## src/rtl/cp_remove_if.sv

```systemverilog
// Bus bundle for the cyclic-prefix remover: Synch-facing input handshake and
// FFT-facing output handshake, both Wishbone-style.
interface cp_remove_if;
    logic [31:0] DAT_I;   // {Im, Re} from Synch
    logic        CYC_I;
    logic        STB_I;
    logic        ACK_O;
    logic [31:0] DAT_O;   // {Im, Re} to FFT
    logic        WE_O;
    logic        STB_O;
    logic        CYC_O;
    logic        ACK_I;
    logic [7:0]  SYM_O;

    // Block side: consumes the sample stream, produces the useful-sample stream.
    modport slave (
        input  DAT_I, CYC_I, STB_I, ACK_I,
        output ACK_O, DAT_O, WE_O, STB_O, CYC_O, SYM_O
    );

    // Environment side: Synch upstream plus FFT downstream.
    modport master (
        output DAT_I, CYC_I, STB_I, ACK_I,
        input  ACK_O, DAT_O, WE_O, STB_O, CYC_O, SYM_O
    );
endinterface

```

## src/rtl/cp_remove.sv

```systemverilog
// Cyclic-prefix remover: drops the first NCP samples of every NFFT+NCP sample
// OFDM symbol and forwards the NFFT useful samples, tagged with their symbol
// index, through a small elastic FIFO.
module cp_remove #(
    parameter int NFFT    = 256,
    parameter int NCP     = 32,
    parameter int FIFO_AW = 2
) (
    input  logic        CLK_I,
    input  logic        RST_I,   // asynchronous, active-low
    cp_remove_if.slave  bus
);
    localparam int SYM_LEN = NFFT + NCP;
    localparam int SMP_W   = $clog2(SYM_LEN);
    localparam int DEPTH   = 2 ** FIFO_AW;
    localparam int CNT_W   = FIFO_AW + 1;
    localparam int ENT_W   = 32 + 8;

    localparam logic [SMP_W-1:0]   SMP_LAST = SMP_W'(SYM_LEN - 1);
    localparam logic [SMP_W-1:0]   SMP_NCP  = SMP_W'(NCP);
    localparam logic [SMP_W-1:0]   SMP_ONE  = SMP_W'(1);
    localparam logic [CNT_W-1:0]   CNT_FULL = CNT_W'(DEPTH);
    localparam logic [CNT_W-1:0]   CNT_ONE  = CNT_W'(1);
    localparam logic [FIFO_AW-1:0] PTR_ONE  = FIFO_AW'(1);

    // Sample position within the symbol and symbol index within the frame.
    logic [SMP_W-1:0]   smp_q, smp_d;
    logic [7:0]         sym_q, sym_d;

    // FIFO state: storage, pointers and occupancy.
    logic [ENT_W-1:0]   mem_q [DEPTH];
    logic [FIFO_AW-1:0] wr_ptr_q, wr_ptr_d;
    logic [FIFO_AW-1:0] rd_ptr_q, rd_ptr_d;
    logic [CNT_W-1:0]   cnt_q, cnt_d;

    logic               cyc_o_q, cyc_o_d;

    logic               empty, full, in_cp, acc, push, pop;
    logic [ENT_W-1:0]   head;

    // Handshake decode: prefix samples are always taken, useful ones need room.
    always_comb begin
        empty = (cnt_q == '0);
        full  = (cnt_q == CNT_FULL);
        in_cp = (smp_q < SMP_NCP);
        acc   = RST_I & bus.CYC_I & bus.STB_I & (in_cp | ~full);
        push  = acc & ~in_cp;
        pop   = ~empty & bus.ACK_I;
    end

    // Sample/symbol counters; dropping CYC_I restarts both for the next frame.
    always_comb begin
        // NOTE: every variable gets a default first so no path leaves it unassigned (no latch).
        smp_d = smp_q;
        sym_d = sym_q;
        if (!bus.CYC_I) begin
            smp_d = '0;
            sym_d = '0;
        end else if (acc) begin
            if (smp_q == SMP_LAST) begin
                smp_d = '0;
                sym_d = sym_q + 8'd1;
            end else begin
                smp_d = smp_q + SMP_ONE;
            end
        end
    end

    // FIFO pointer/occupancy update and output-frame flag.
    always_comb begin
        wr_ptr_d = push ? wr_ptr_q + PTR_ONE : wr_ptr_q;
        rd_ptr_d = pop  ? rd_ptr_q + PTR_ONE : rd_ptr_q;
        cnt_d    = cnt_q;
        case ({push, pop})
            2'b10:   cnt_d = cnt_q + CNT_ONE;
            2'b01:   cnt_d = cnt_q - CNT_ONE;
            default: cnt_d = cnt_q;
        endcase
        cyc_o_d = cyc_o_q;
        if (push) begin
            cyc_o_d = 1'b1;
        end else if (empty && !bus.CYC_I) begin
            cyc_o_d = 1'b0;
        end
    end

    // Control state registers.
    always_ff @(posedge CLK_I or negedge RST_I) begin
        // NOTE: state is updated with non-blocking assignments so all flops sample the same pre-edge values.
        if (!RST_I) begin
            smp_q    <= '0;
            sym_q    <= '0;
            wr_ptr_q <= '0;
            rd_ptr_q <= '0;
            cnt_q    <= '0;
            cyc_o_q  <= 1'b0;
        end else begin
            smp_q    <= smp_d;
            sym_q    <= sym_d;
            wr_ptr_q <= wr_ptr_d;
            rd_ptr_q <= rd_ptr_d;
            cnt_q    <= cnt_d;
            cyc_o_q  <= cyc_o_d;
        end
    end

    // FIFO storage write: sample plus the symbol index it belongs to.
    always_ff @(posedge CLK_I) begin
        // NOTE: storage is not reset; occupancy gating makes stale entries invisible.
        if (push) begin
            mem_q[wr_ptr_q] <= {bus.DAT_I, sym_q};
        end
    end

    // Output side presents the FIFO head, forced to zero while empty.
    always_comb begin
        head = empty ? '0 : mem_q[rd_ptr_q];
    end

    assign bus.ACK_O = acc;
    assign bus.STB_O = ~empty;
    assign bus.WE_O  = ~empty;
    assign bus.CYC_O = cyc_o_q;
    assign bus.DAT_O = head[ENT_W-1:8];
    assign bus.SYM_O = head[7:0];
endmodule

```

## src/flat_wrapper.sv

```systemverilog
// flat-port wrapper written by rule: the top's interface ports become plain ports
module cp_remove_flat 
#(
    parameter int NFFT    = 256,
    parameter int NCP     = 32,
    parameter int FIFO_AW = 2
)
  (CLK_I, RST_I, bus_DAT_I, bus_CYC_I, bus_STB_I, bus_ACK_I, bus_ACK_O, bus_DAT_O, bus_WE_O, bus_STB_O, bus_CYC_O, bus_SYM_O);
  cp_remove_if bus_i ();
  input  logic CLK_I;
  input  logic RST_I;
  input wire logic [$bits(bus_i.DAT_I)-1:0] bus_DAT_I;
  input wire logic [$bits(bus_i.CYC_I)-1:0] bus_CYC_I;
  input wire logic [$bits(bus_i.STB_I)-1:0] bus_STB_I;
  input wire logic [$bits(bus_i.ACK_I)-1:0] bus_ACK_I;
  output wire logic [$bits(bus_i.ACK_O)-1:0] bus_ACK_O;
  output wire logic [$bits(bus_i.DAT_O)-1:0] bus_DAT_O;
  output wire logic [$bits(bus_i.WE_O)-1:0] bus_WE_O;
  output wire logic [$bits(bus_i.STB_O)-1:0] bus_STB_O;
  output wire logic [$bits(bus_i.CYC_O)-1:0] bus_CYC_O;
  output wire logic [$bits(bus_i.SYM_O)-1:0] bus_SYM_O;
  assign bus_i.DAT_I = bus_DAT_I;
  assign bus_i.CYC_I = bus_CYC_I;
  assign bus_i.STB_I = bus_STB_I;
  assign bus_i.ACK_I = bus_ACK_I;
  assign bus_ACK_O = bus_i.ACK_O;
  assign bus_DAT_O = bus_i.DAT_O;
  assign bus_WE_O = bus_i.WE_O;
  assign bus_STB_O = bus_i.STB_O;
  assign bus_CYC_O = bus_i.CYC_O;
  assign bus_SYM_O = bus_i.SYM_O;
  cp_remove #(.NFFT(NFFT), .NCP(NCP), .FIFO_AW(FIFO_AW)) u_core (.CLK_I(CLK_I), .RST_I(RST_I), .bus(bus_i));
endmodule
```

## config.mk

```make
export PLATFORM = sky130hd
export DESIGN_NAME = cp_remove_flat
export DESIGN_NICKNAME = d
export VERILOG_FILES = /design/src/rtl/cp_remove_if.sv /design/src/rtl/cp_remove.sv /design/src/flat_wrapper.sv
export SDC_FILE = /design/constraint.sdc
export NUM_CORES = 1
export LEC_CHECK = 0
export BUFFER_PORTS_ARGS = -buffer_cell sky130_fd_sc_hd__buf_4
export CORE_ASPECT_RATIO = 1.75
export CORE_UTILIZATION = 45
export CTS_BUF_LIST = sky130_fd_sc_hd__clkbuf_8
export DETAILED_ROUTE_END_ITERATION = 7
export PLACE_DENSITY = 0.64
export SYNTH_ARGS = -nofsm -noshare
export SYNTH_HDL_FRONTEND = slang
export SYNTH_SLANG_ARGS = --single-unit
```

## constraint.sdc

```tcl
create_clock -name CLK_I -period 2.4 [get_ports CLK_I]
set_clock_uncertainty 0.05 [all_clocks]
set_input_delay 0.48 -clock CLK_I [delete_from_list [all_inputs] [get_ports CLK_I]]
set_output_delay 0.48 -clock CLK_I [all_outputs]
set_load 0.02 [all_outputs]
```

==> summary.txt <==
Timing
  – Unrepaired setup endpoints after global routing: true
  – Max-slew violations: 0
  – Setup ws final: -0.108 ns
  – Final Hold Fails: 0
  – Hold Slack: 0.169 ns
  – Fin Setup TNS: -3.34 ns
  – Setup violators final: 40
  – Final worst path period need: 2.51 ns
  – Fmax: 0.399 GHz
  – Final period utilization: 1.05
  – Least-Margin Pin Slew: 0.533 ns
  – Relative slew margins: 0.642

Floorplan
  – CORE AREA: 16000 sq um
  – Die height: 172 um
  – Row count: 61
  – Initial core utilization: 0.463
  – Die ar.: 17000 sq um
  – Boundary Pins: 81
  – Width of the die: 99.1 um

Clock tree
  – Root Buffer: clkbuf_8
  – Clock-pin slew on the worst setup and hold paths: 0.10 ns
  – Worst-Skew Late Latency: 0.45 ns
  – CTS buffer count: 17
  – # H-tree levels: 4
  – CTS tree: built
  – Clock Tree Buf Depth: 2
  – Clk sink count: 185

Routing
  – Drt total wl: 15200 um
  – WL/cell: 21.4 um
  – Antenna-violating nets left: 0
  – Post-route DRC: 0
  – 1st-iter DRT viols: 173
  – First-pass iteration count of the detailed router: 4
  – Vias: 3963
  – Vias/cell: 5.56

Run
  – Max-cap viol count: 0

Synth
  – Synth cell types: 39
  – Synth top area share: 0.648
  – Mapped Nets: 444
  – Sequential share of the synthesized area: 0.732
  – Syn Area/Cell: 18.6 sq um
  – Top post-synthesis cells by area: edfxtp_1 (65%), mux4_2 (12%), dfrtp_1 (8.4%), and2_1 (3.9%), ha_1 (1.2%)
  – Syn Inst Count: 399
  – Yosys top cell by area: edfxtp_1
  – Syn Std Cell Area: 7420 sq um
  – Ys Warns: 0
  – FF+latch count, synth: 185

Placed design
  – Dpl ws: 0.0822 ns
  – Placed standard-cell area: 8400 sq um
  – DP HPWL: 9000 um
  – I/O Buffers: 80
  – Placer Congestion: 0.728
  – Placed insts: 667

Global routing
  – First-pass GRT wire length: 23000 um
  – Global Route Usage Sum: 0.185
  – Largest net degree at the start of global routing: 29
  – Vias in the first global route: 4252
  – Gr ovfl total: 0
  – Initial antenna violation count: 0

Cells and area
  – P&R area growth vs syn: 26.0%
  – Ant. Diodes: 0
  – Fill cells: 1232
  – Register Area: 5430 sq um
  – # nets final: 556
  – Final instance area: 9350 sq um
  – Final core occ: 0.583
  – Multi-input combinational cell area: 1990 sq um
  – Layout cell share with drive strength beyond 1: 0.452
  – Non-filler cells, final: 713

Run status
  – Failing checks: setup timing
  – Outcome: finished, violations left

Setup path
  – CP Capture Type: output pin
  – Crit path launch type: flip-flop
  – Max FO, Critical Path: 10
  – Crit path required time: 1.87 ns
  – CP arrival: 1.98 ns
  – Crit Path Class: reg -> out

Power
  – Lkg Pwr: 3.43 nW
  – Power Total: 9.78 mW
  – Power Density: 1050 nW/um^2
  – Worst vdd ir: 0.690 mV

Min path
  – Hold crit path type: in -> reg
repair_timing:
item,in CTS,in global routing
pin swaps,14,12
setup buffers,2,4
resized for setup,85,11
hold buffers,1,0
gates cloned,3,4
setup endpoints to repair,42,47
endpoints found under the hold margin,25,0
final cells by class:
class / count / share of cell area
clock buffers: 18 / 0.0265
multi-input cells: 185 / 0.213
inverters: 9 / 0.00361
repair buffers: 113 / 0.133
well taps: 189 / 0.0253
clock inverters: 14 / 0.0171
flip-flops and latches: 185 / 0.581
per-layer routing:
layer,track usage,share of wire,vias up
met2,0.345,0.57,69
met3,0.0376,0.032,13
met5,0,0,-
met4,0.0659,0.012,0
li1,-,-,1799
met1,0.209,0.39,2082
cells by family after synthesis:
family	share of synthesized area
compound gates	0.0246
xor+xnor	0.0106
fa+ha+maj	0.0145
buf+inv	0.0167
flops	0.732
mux	0.125
simple gates	0.0761
cell usage in the layout, fill, tap and decap left out, drive strengths merged:
master and instances:
edfxtp 160, buf 109, and2 46, mux4 40, dfrtp 25, clkbuf 21, inv 17, a21oi 12
nand3 8, nand2 8, o21ai 8, ha 7, or4 7, nor2 6, o31ai 6, or3 6
xor2 5, xnor2 4, mux2i 3, and3 3, clkinv 3, nor3 2, o211ai 2, bufinv 2
nor4 2, nor3b 1, a211o 1, nand2b 1, and4 1, nand4 1, nand4bb 1, o22ai 1
o21a 1, or3b 1, fa 1, clkinvlp 1, dlygate4sd3 1
where the power goes:
| group | internal, mW | switching [mW] |
|---|---|---|
| Combinational | 2.33 | 1.73 |
| Clock | 0.985 | 1.14 |
| Sequential | 3.54 | 0.0587 |
sequential cells by signal (all words and copies together) (netlist names):
| signal | count |
|---|---|
| u_core.mem_q | 160 |
| u_core.smp_q | 9 |
| u_core.sym_q | 8 |
| u_core.cnt_q | 3 |
| u_core.rd_ptr_q | 2 |
| u_core.wr_ptr_q | 2 |
| u_core.bus.CYC_O | 1 |
worst paths after layout:
path                                       from  cells past startpoint  slack (ns)                   to
worst max-delay path            u_core.cnt_q[0]                      5       -0.11        bus_DAT_O[28]
worst min-delay path               bus_DAT_I[5]                      1        0.17  u_core.mem_q[0][13]
worst max register to register  u_core.smp_q[8]                      4        0.10      u_core.sym_q[7]
worst min register to register  u_core.smp_q[1]                      2        0.51      u_core.smp_q[1]
max in group asynchronous                 RST_I                      3        1.48   u_core.rd_ptr_q[1]
min in group asynchronous                 RST_I                      3        0.52      u_core.smp_q[6]
critical path: stages, from the launching register on:
cell       delay (ns)
dfrtp_1          0.41
buf_6            0.13
or3_4            0.48
clkbuf_16        0.21
and2_4           0.16
buf_6            0.12
synth_stat cells:
| master | n |
|---|---|
| nand4_1 | 1 |
| inv_1 | 8 |
| ha_1 | 7 |
| and2_1 | 46 |
| a21oi_1 | 12 |
| clkbuf_1 | 10 |
| or3b_2 | 1 |
| nand3_1 | 8 |
| buf_4 | 1 |
| xnor2_1 | 4 |
| o22ai_1 | 1 |
| nor2_1 | 6 |
| nand2_1 | 8 |
| o21ai_0 | 7 |
| mux4_2 | 40 |
| o21a_1 | 1 |
| o211ai_1 | 2 |
| fa_1 | 1 |
| buf_1 | 5 |
| mux2i_1 | 3 |
| or3_1 | 6 |
| nor3b_1 | 1 |
| or4_4 | 1 |
| nor3_1 | 2 |
| and4_1 | 1 |
| a211o_1 | 1 |
| or4_1 | 6 |
| nand4bb_1 | 1 |
| clkinv_1 | 1 |
| buf_2 | 3 |
| and3_1 | 3 |
| xor2_1 | 5 |
| dfrtp_1 | 25 |
| nand2b_1 | 1 |
| o21ai_1 | 1 |
| o31ai_1 | 6 |
| nor4_1 | 2 |
| edfxtp_1 | 160 |
| buf_6 | 1 |
No activity file was read; power rests on OpenSTA's default activity.
